[src/rtl/serial_adder_arbiter.sv]
// Two-requester arbiter/sequencer for an external bit-serial adder: latch, start, wait LAT, capture.
// Define SERIAL_ARB_FIXED_PRIO_EN for fixed priority (requester 0 wins ties); default is round-robin.
//
// state | meaning
// IDLE  | waiting for req0/req1; winner's operands latched on exit
// START | add_start pulse, wait counter loaded
// WAIT  | counting down adder latency; capture on zero
// DONE  | done pulse to granted requester, pointer update
module serial_adder_arbiter #(
  parameter int WIDTH = 4,
  parameter int LAT   = 4
) (
  input  logic             clk,
  input  logic             rst,
  input  logic             req0,
  input  logic             req1,
  input  logic [WIDTH-1:0] a0,
  input  logic [WIDTH-1:0] b0,
  input  logic [WIDTH-1:0] a1,
  input  logic [WIDTH-1:0] b1,
  input  logic             cin0,
  input  logic             cin1,
  output logic             done0,
  output logic             done1,
  output logic [WIDTH-1:0] res_sum,
  output logic             res_cout,
  output logic             busy,
  output logic             add_start,
  output logic [WIDTH-1:0] add_a,
  output logic [WIDTH-1:0] add_b,
  output logic             add_cin,
  input  logic [WIDTH-1:0] add_sum,
  input  logic             add_cout
);

  localparam int CW = (LAT > 1) ? $clog2(LAT) : 1;

  typedef enum logic [1:0] {IDLE, START, WAIT, DONE} state_t;

  state_t          state;
  logic            grant;
  logic [CW-1:0]   cnt;
  logic            pick1;

`ifdef SERIAL_ARB_FIXED_PRIO_EN
  assign pick1 = req1 & ~req0;
`else
  logic ptr;  // last-served requester
  assign pick1 = req1 & (~req0 | ~ptr);
`endif

  always_ff @(posedge clk) begin
    if (!rst) begin
      state     <= IDLE;
      grant     <= 1'b0;
      cnt       <= '0;
      add_start <= 1'b0;
      done0     <= 1'b0;
      done1     <= 1'b0;
      busy      <= 1'b0;
      res_sum   <= '0;
      res_cout  <= 1'b0;
      add_a     <= '0;
      add_b     <= '0;
      add_cin   <= 1'b0;
`ifndef SERIAL_ARB_FIXED_PRIO_EN
      ptr       <= 1'b1;
`endif
    end else begin
      add_start <= 1'b0;
      done0     <= 1'b0;
      done1     <= 1'b0;
      case (state)
        IDLE: begin
          if (req0 | req1) begin
            grant     <= pick1;
            add_a     <= pick1 ? a1 : a0;
            add_b     <= pick1 ? b1 : b0;
            add_cin   <= pick1 ? cin1 : cin0;
            add_start <= 1'b1;
            busy      <= 1'b1;
            state     <= START;
          end
        end
        START: begin
          cnt   <= CW'(LAT - 1);
          state <= WAIT;
        end
        WAIT: begin
          if (cnt == '0) begin
            res_sum  <= add_sum;
            res_cout <= add_cout;
            done0    <= ~grant;
            done1    <= grant;
            state    <= DONE;
          end else begin
            cnt <= cnt - CW'(1);
          end
        end
        DONE: begin
          busy  <= 1'b0;
`ifndef SERIAL_ARB_FIXED_PRIO_EN
          ptr   <= grant;
`endif
          state <= IDLE;
        end
        default: state <= IDLE;
      endcase
    end
  end

endmodule

[config.mk]
export PLATFORM = sky130hd
export DESIGN_NAME = serial_adder_arbiter
export DESIGN_NICKNAME = d
export VERILOG_FILES = /design/src/rtl/serial_adder_arbiter.sv
export SDC_FILE = /design/constraint.sdc
export NUM_CORES = 1
export LEC_CHECK = 0
export CAP_MARGIN = 5
export CORE_MARGIN = 1
export CORE_UTILIZATION = 30
export DETAILED_ROUTE_END_ITERATION = 7
export PLACE_DENSITY_LB_ADDON = 0.2
export SETUP_SLACK_MARGIN = 0.05
export SYNTH_ARGS = -nofsm -noshare
export SYNTH_HDL_FRONTEND = slang
export SYNTH_SLANG_ARGS = --single-unit
[constraint.sdc]
create_clock -name clk -period 1.24 [get_ports clk]
set_input_delay 0.186 -clock clk [delete_from_list [all_inputs] [get_ports clk]]
set_output_delay 0.186 -clock clk [all_outputs]
set_load 0.03 [all_outputs]
==> results.toml, run 1 <==
[outcome]
outcome = "completed"

[worst_setup_path]
cp.arrival_ns = 1.43
r2r_start = "state[0]"
worstSetupStartpointType = "flop"
critPathLaunch = "state[0]"
rr_endpoint = "cnt[0]"
crit_required_ns = 1.46
max_stage_delay_ns = 0.41
cp_slowest_cell = "dfxtp_4"
crit_chain = "inv_6 -> ha_4 -> nor2b_4 -> o311a_2"
critPathKind = "reg2reg"
cp_max_fo = 5
r2r_slack_ns = 0.03
critPathCaptureType = "flop"
cp-endpoint = "cnt[0]"
r2r_cells = 4

[grt]
grt_overflow_total = 0
antenna_found_initial = 0
grt_pass1_vias = 1065
grt_pass1_wl_um = 4305
grt_max_degree = 27
grt_use_total_pct = 15.71

[yosys]
post_synth_fa_ha_maj_area_fraction_pct = 8.216
synth_common_cells = "30 x nand2_1, 24 x dfxtp_1, 9 x a31oi_1"
ys_seq_elements = 24
synth_edf_count = 0
yosysMostFrequentCell = "nand2_1"
muxShareOfSynthArea_pct = 2.817
synth_top_area_share_pct = 45.07
synth_xor_area_share_pct = 0
synth_largest_area_cell = "dfxtp_1"
synth_warnings = 0
async_flop_share_pct = 0
synthCells = 121
synthSimpleGateAreaFrac_pct = 17.96
synth_nets = 155
synth-main-ff-cell = "dfxtp_1"
synthesis.area_um2 = 1066
yosysUniqueCellTypes = 28
synth_top_family_by_area = "compound AO/OA/AOI/OAI gates"
synth_compound_area_share_pct = 21.60
syn_area_per_cell_um2 = 8.810
yosysSeqAreaShare_pct = 45.07
synthTopCellsByArea = "dfxtp_1 45%, nand2_1 11%, ha_1 8.2%"

[sta]
period_needed_ns = 1.212
finalWorstSetupSlack_ns = 0.02848
fmax_mhz = 825.4
finalCritPeriodShare_pct = 97.70
clock_skew_ns = 0.002003
rsz0062_at_grt = "yes"
setup_violations = 0
final_max_slew_viol_count = 0
hold_viol_final = 0
slew_headroom_pct = 85.94
tightest_slew_ns = 0.2106

[die]
start_util_pct = 31.70
die_h_um = 61.61
die_w_um = 61.61
core_area_um2 = 3363
placementRows = 21
die-area_um2 = 3796
ioPinCount = 45

[drt]
ant_nets = 0
detail_route.wirelength_um = 2704
drt-initial-drc-count = 19
first_pass_iters = 2
viasPerCell = 4.743
wl_per_cell_um = 12.18
drc = 0
dr_total_vias = 1053

[placement]
portBuffers = 44
dp_cells = 213
place_ws_ns = -0.1978
dp_hpwl_um = 1926
dpl_cell_area_um2 = 1628
gp_congestion = 0.7185

[clock_tree]
clock_latency_ns = 0.31
cts_buffers = 3
cts_root_buf = "clkbuf_4"
clk_pin_slew_ns = 0.14
tritoncts = "done"
clk_path_buf_depth = 2
cts.sinks = 24
htree_levels = 1
hold_buffers = 0

[final_layout]
n_antenna_cell = 0
final_cells = 222
final_area_um2 = 1775
final_util_pct = 52.79
final_layout_size_suffix_gt1_share_pct = 34.09
fin_nets = 211
area_growth_pct = 66.55

[power]
leakagePower_nw = 0.7288
ir_drop_uv = 921.8
power.density_nw_per_um2 = 2204

[hold_path]
min_path_type = "in2reg"

[run]
max_cap_viol_count = 0
==> worst max-delay path, delay by kind of cell (launching register included) <==
family,cells,cell delay (ns)
flops,1,0.41
compound gates,1,0.36
fa+ha+maj,1,0.16
simple gates,1,0.14
buf+inv,1,0.05
==> cell families (layout without fill, tap and decap cells) <==
group	Yosys count	count (layout)
AOI/OAI and AO/OA	34	34
adders and majority gates	7	7
buffers and inverters	10	65
DFF	24	24
muxes	3	3
and+or+nand+nor	43	43
==> power by group <==
part	leakage, nW	switching, mW	internal, mW	total, mW
Clock	0.0279	0.245	0.327	0.572
Sequential	0.199	0.180	1.03	1.21
Combinational	0.502	1.12	1.01	2.13
==> repair_timing <==
action,4_1_cts,5_1_grt
pin swaps,0,3
buffers inserted,1,2
gates cloned,1,1
gates resized for setup,62,55
endpoints found under the setup margin,37,33
==> final cells by class <==
| class | instances | area, µm² |
|---|---|---|
| clock buffer | 3 | 22.52 |
| inverter | 4 | 22.52 |
| multi-input combinational | 87 | 654.4 |
| timing repair buffer | 57 | 500.5 |
| tap | 46 | 57.56 |
| clock inverter | 1 | 30.03 |
| fill | 351 | 1588 |
| sequential | 24 | 488.0 |
==> stage by stage <==
| stage | power, mW | setup TNS [ns] | hold WS [ns] |
|---|---|---|---|
| floorplan | 2.211 | 0 | 0.3243 |
| global placement | 2.873 | -1.569 | 0.4509 |
| detailed placement | 2.937 | -1.838 | 0.4668 |
| CTS | 3.706 | 0 | 0.4003 |
| global route | 4.166 | -0.002471 | 0.4094 |
| finish | 3.913 | 0 | 0.4127 |
==> registers in the layout (all words and copies together) (netlist names) <==
signal,count
res_cout,1
state,2
ptr,1
done0,1
res_sum,4
busy,1
cnt,2
add_start,1
add_a,4
add_cin,1
grant,1
done1,1
add_b,4
==> cell usage in the layout (no fill, tap or decap), types with 3 or more instances in the layout <==
cell,synthesis,routed
a21boi_1,2,5
a31oi_1,9,9
buf_2,4,16
buf_4,1,7
buf_6,0,3
clkbuf_4,0,3
clkdlybuf4s15_2,0,3
clkdlybuf4s50_1,0,26
dfxtp_1,24,22
ha_4,0,5
mux2i_1,3,3
nand2_1,30,29
nand3_1,6,6
o21ai_1,3,5
o21ai_2,0,4
==> worst min-delay path by stage <==
stage,start,to,slack (ns),depth (start not counted)
CTS,b1[1],add_b[1],0.40,3
finish,a0[1],add_a[1],0.41,3
detailed placement,res_cout,res_cout,0.47,2
global route,b1[2],add_b[2],0.41,3
global placement,res_sum[2],res_sum[2],0.45,2
floorplan,rst,add_a[3],0.32,2
==> metal layers <==
layer / vias to the layer above / track usage [%] / wire (µm)
met5: - / 0 / 0
met4: 0 / 6.667 / 15
met3: 2 / 4.202 / 180
met2: 31 / 30.88 / 1491
met1: 488 / 15.14 / 1016
li1: 532 / - / -
Power figures use the tool's default switching activity.
==> run 2, diff against run 1 <==
CORE_MARGIN = 2   (was 1)
==> results.toml, run 2 (same netlist as run 1, synthesis figures left out) <==
[worst_setup_path]
max_stage_delay_ns = 0.38
cp_max_fo = 5
worstSetupStartpointType = "flop"
crit_required_ns = 1.46
crit_family = "flip-flops"
r2r_cells = 4
cp_slowest_cell = "dfxtp_2"
crit_chain = "inv_4 -> ha_4 -> nor2b_4 -> o311a_2"
cp.depth = 4
cp.arrival_ns = 1.43
timing.critical_path.buf_inv = 1
r2r_slack_ns = 0.03
critPathCaptureType = "flop"
critPathKind = "reg2reg"

[grt]
grt_use_total_pct = 14.64
grt_overflow_total = 0
grt_pass1_wl_um = 4712
grt_max_degree = 27
antenna_found_initial = 0
grt_pass1_vias = 1058

[drt]
first_pass_iters = 3
detail_route.wirelength_um = 2789
wl_per_cell_um = 12.62
drc = 0
drt-initial-drc-count = 50
ant_nets = 0
viasPerCell = 4.688
dr_total_vias = 1036

[sta]
period_needed_ns = 1.211
setup_violations = 0
final_max_slew_viol_count = 0
clock_skew_ns = 0.002004
hold_viol_final = 0
fmax_mhz = 825.9
fin_hold_ws_ns = 0.4048
finalCritPeriodShare_pct = 97.64
tightest_slew_ns = 0.2632
slew_headroom_pct = 82.39
rsz0062_at_grt = "yes"

[die]
ioPinCount = 45
die_w_um = 63.61
placementRows = 21
start_util_pct = 31.70
core_area_um2 = 3363
die-area_um2 = 4046
die_h_um = 63.61

[power]
ir_drop_uv = 926.5
power.density_nw_per_um2 = 2217
p_comb_share_pct = 55.1
pwr-share-seq_pct = 30.0
leakagePower_nw = 0.7194
p_switching_mw = 1.508
power.share.clock_pct = 14.9
p_int_mw = 2.370
p_sw_share_pct = 38.88

[final_layout]
final_cell_mix = "29 x nand2_1, 26 x clkdlybuf4s50_1, 21 x dfxtp_1"
n_antenna_cell = 0
area_growth_pct = 64.08
top_regs = "add_a: 4 flops, add_b: 4 flops, res_sum: 4 flops"
layout_commonest_cell = "nand2_1"
final_util_pct = 52.01
fin_nets = 210
final_layout_size_suffix_gt1_share_pct = 30.86

[clock_tree]
cts.sinks = 24
tritoncts = "done"
cts_buffers = 3
hold_buffers = 0
clock_latency_ns = 0.32
cts_root_buf = "clkbuf_4"
htree_levels = 1
clk_pin_slew_ns = 0.14
clk_path_buf_depth = 2

[outcome]
outcome = "completed"

[placement]
portBuffers = 44
dp_hpwl_um = 1932
gp_congestion = 0.6890

[run]
max_cap_viol_count = 0

[hold_path]
min_delay_path_depth = 3
min_path_type = "in2reg"
[run 2: metrics by stage]
stage               std cells  area [µm²]  setup WS [ns]  setup TNS (ns)  total power, mW
floorplan                 121        1079        0.05552               0            2.211
global placement          212        1633        -0.1345          -1.482            2.907
detailed placement        212        1633        -0.1723          -2.193            2.949
CTS                       220        1805        0.02252               0            3.878
global route              221        1749       -0.02737         -0.1407            4.159
finish                    221        1749        0.02925               0            3.877
[run 2: path summary, 6_finish.rpt]
| kind | endpoint | startpoint |
|---|---|---|
| max | cnt[0] | state[0] |
| min | add_a[1] | a0[1] |
| max reg2reg | cnt[0] | state[0] |
| min reg2reg | res_cout | res_cout |
[run 2: worst min-delay path: stages]
cell             delay (ns)
clkdlybuf4s50_1        0.39
nand2_1                0.05
a31oi_1                0.06
[run 2: layout make-up]
type	count	area, µm²
flip-flops and latches	24	486.7
well taps	46	57.56
clock buffers	3	22.52
clock inverters	1	30.03
repair buffers	56	516.7
inverters	4	20.02
fillers	352	1614
multi-input cells	87	615.6
[run 2: layer usage]
layer	wire, µm	GRT usage, %	up-vias	part of all wire (%)
met1	1164	16.14	477	42
met5	0	0	-	0
met4	10	4.076	0	0.36
met2	1415	27.37	31	51
li1	-	-	526	-
met3	199	3.750	2	7.1
[run 2: power by group through the flow]
stage               Sequential [mW]  Clock (mW)  Combinational, mW
CTS                            1.16       0.588               2.13
floorplan                      1.46           0              0.748
global route                   1.20       0.626               2.34
global placement               1.16           0               1.74
finish                         1.16       0.576               2.14
detailed placement             1.16           0               1.78
[run 2: timing repair]
item	4_1_cts	5_1_grt
endpoints found under the hold margin	0	0
pin swaps	2	4
cloned	1	0
gates resized for setup	63	40
endpoints found under the setup margin	37	37
buffers inserted	3	1
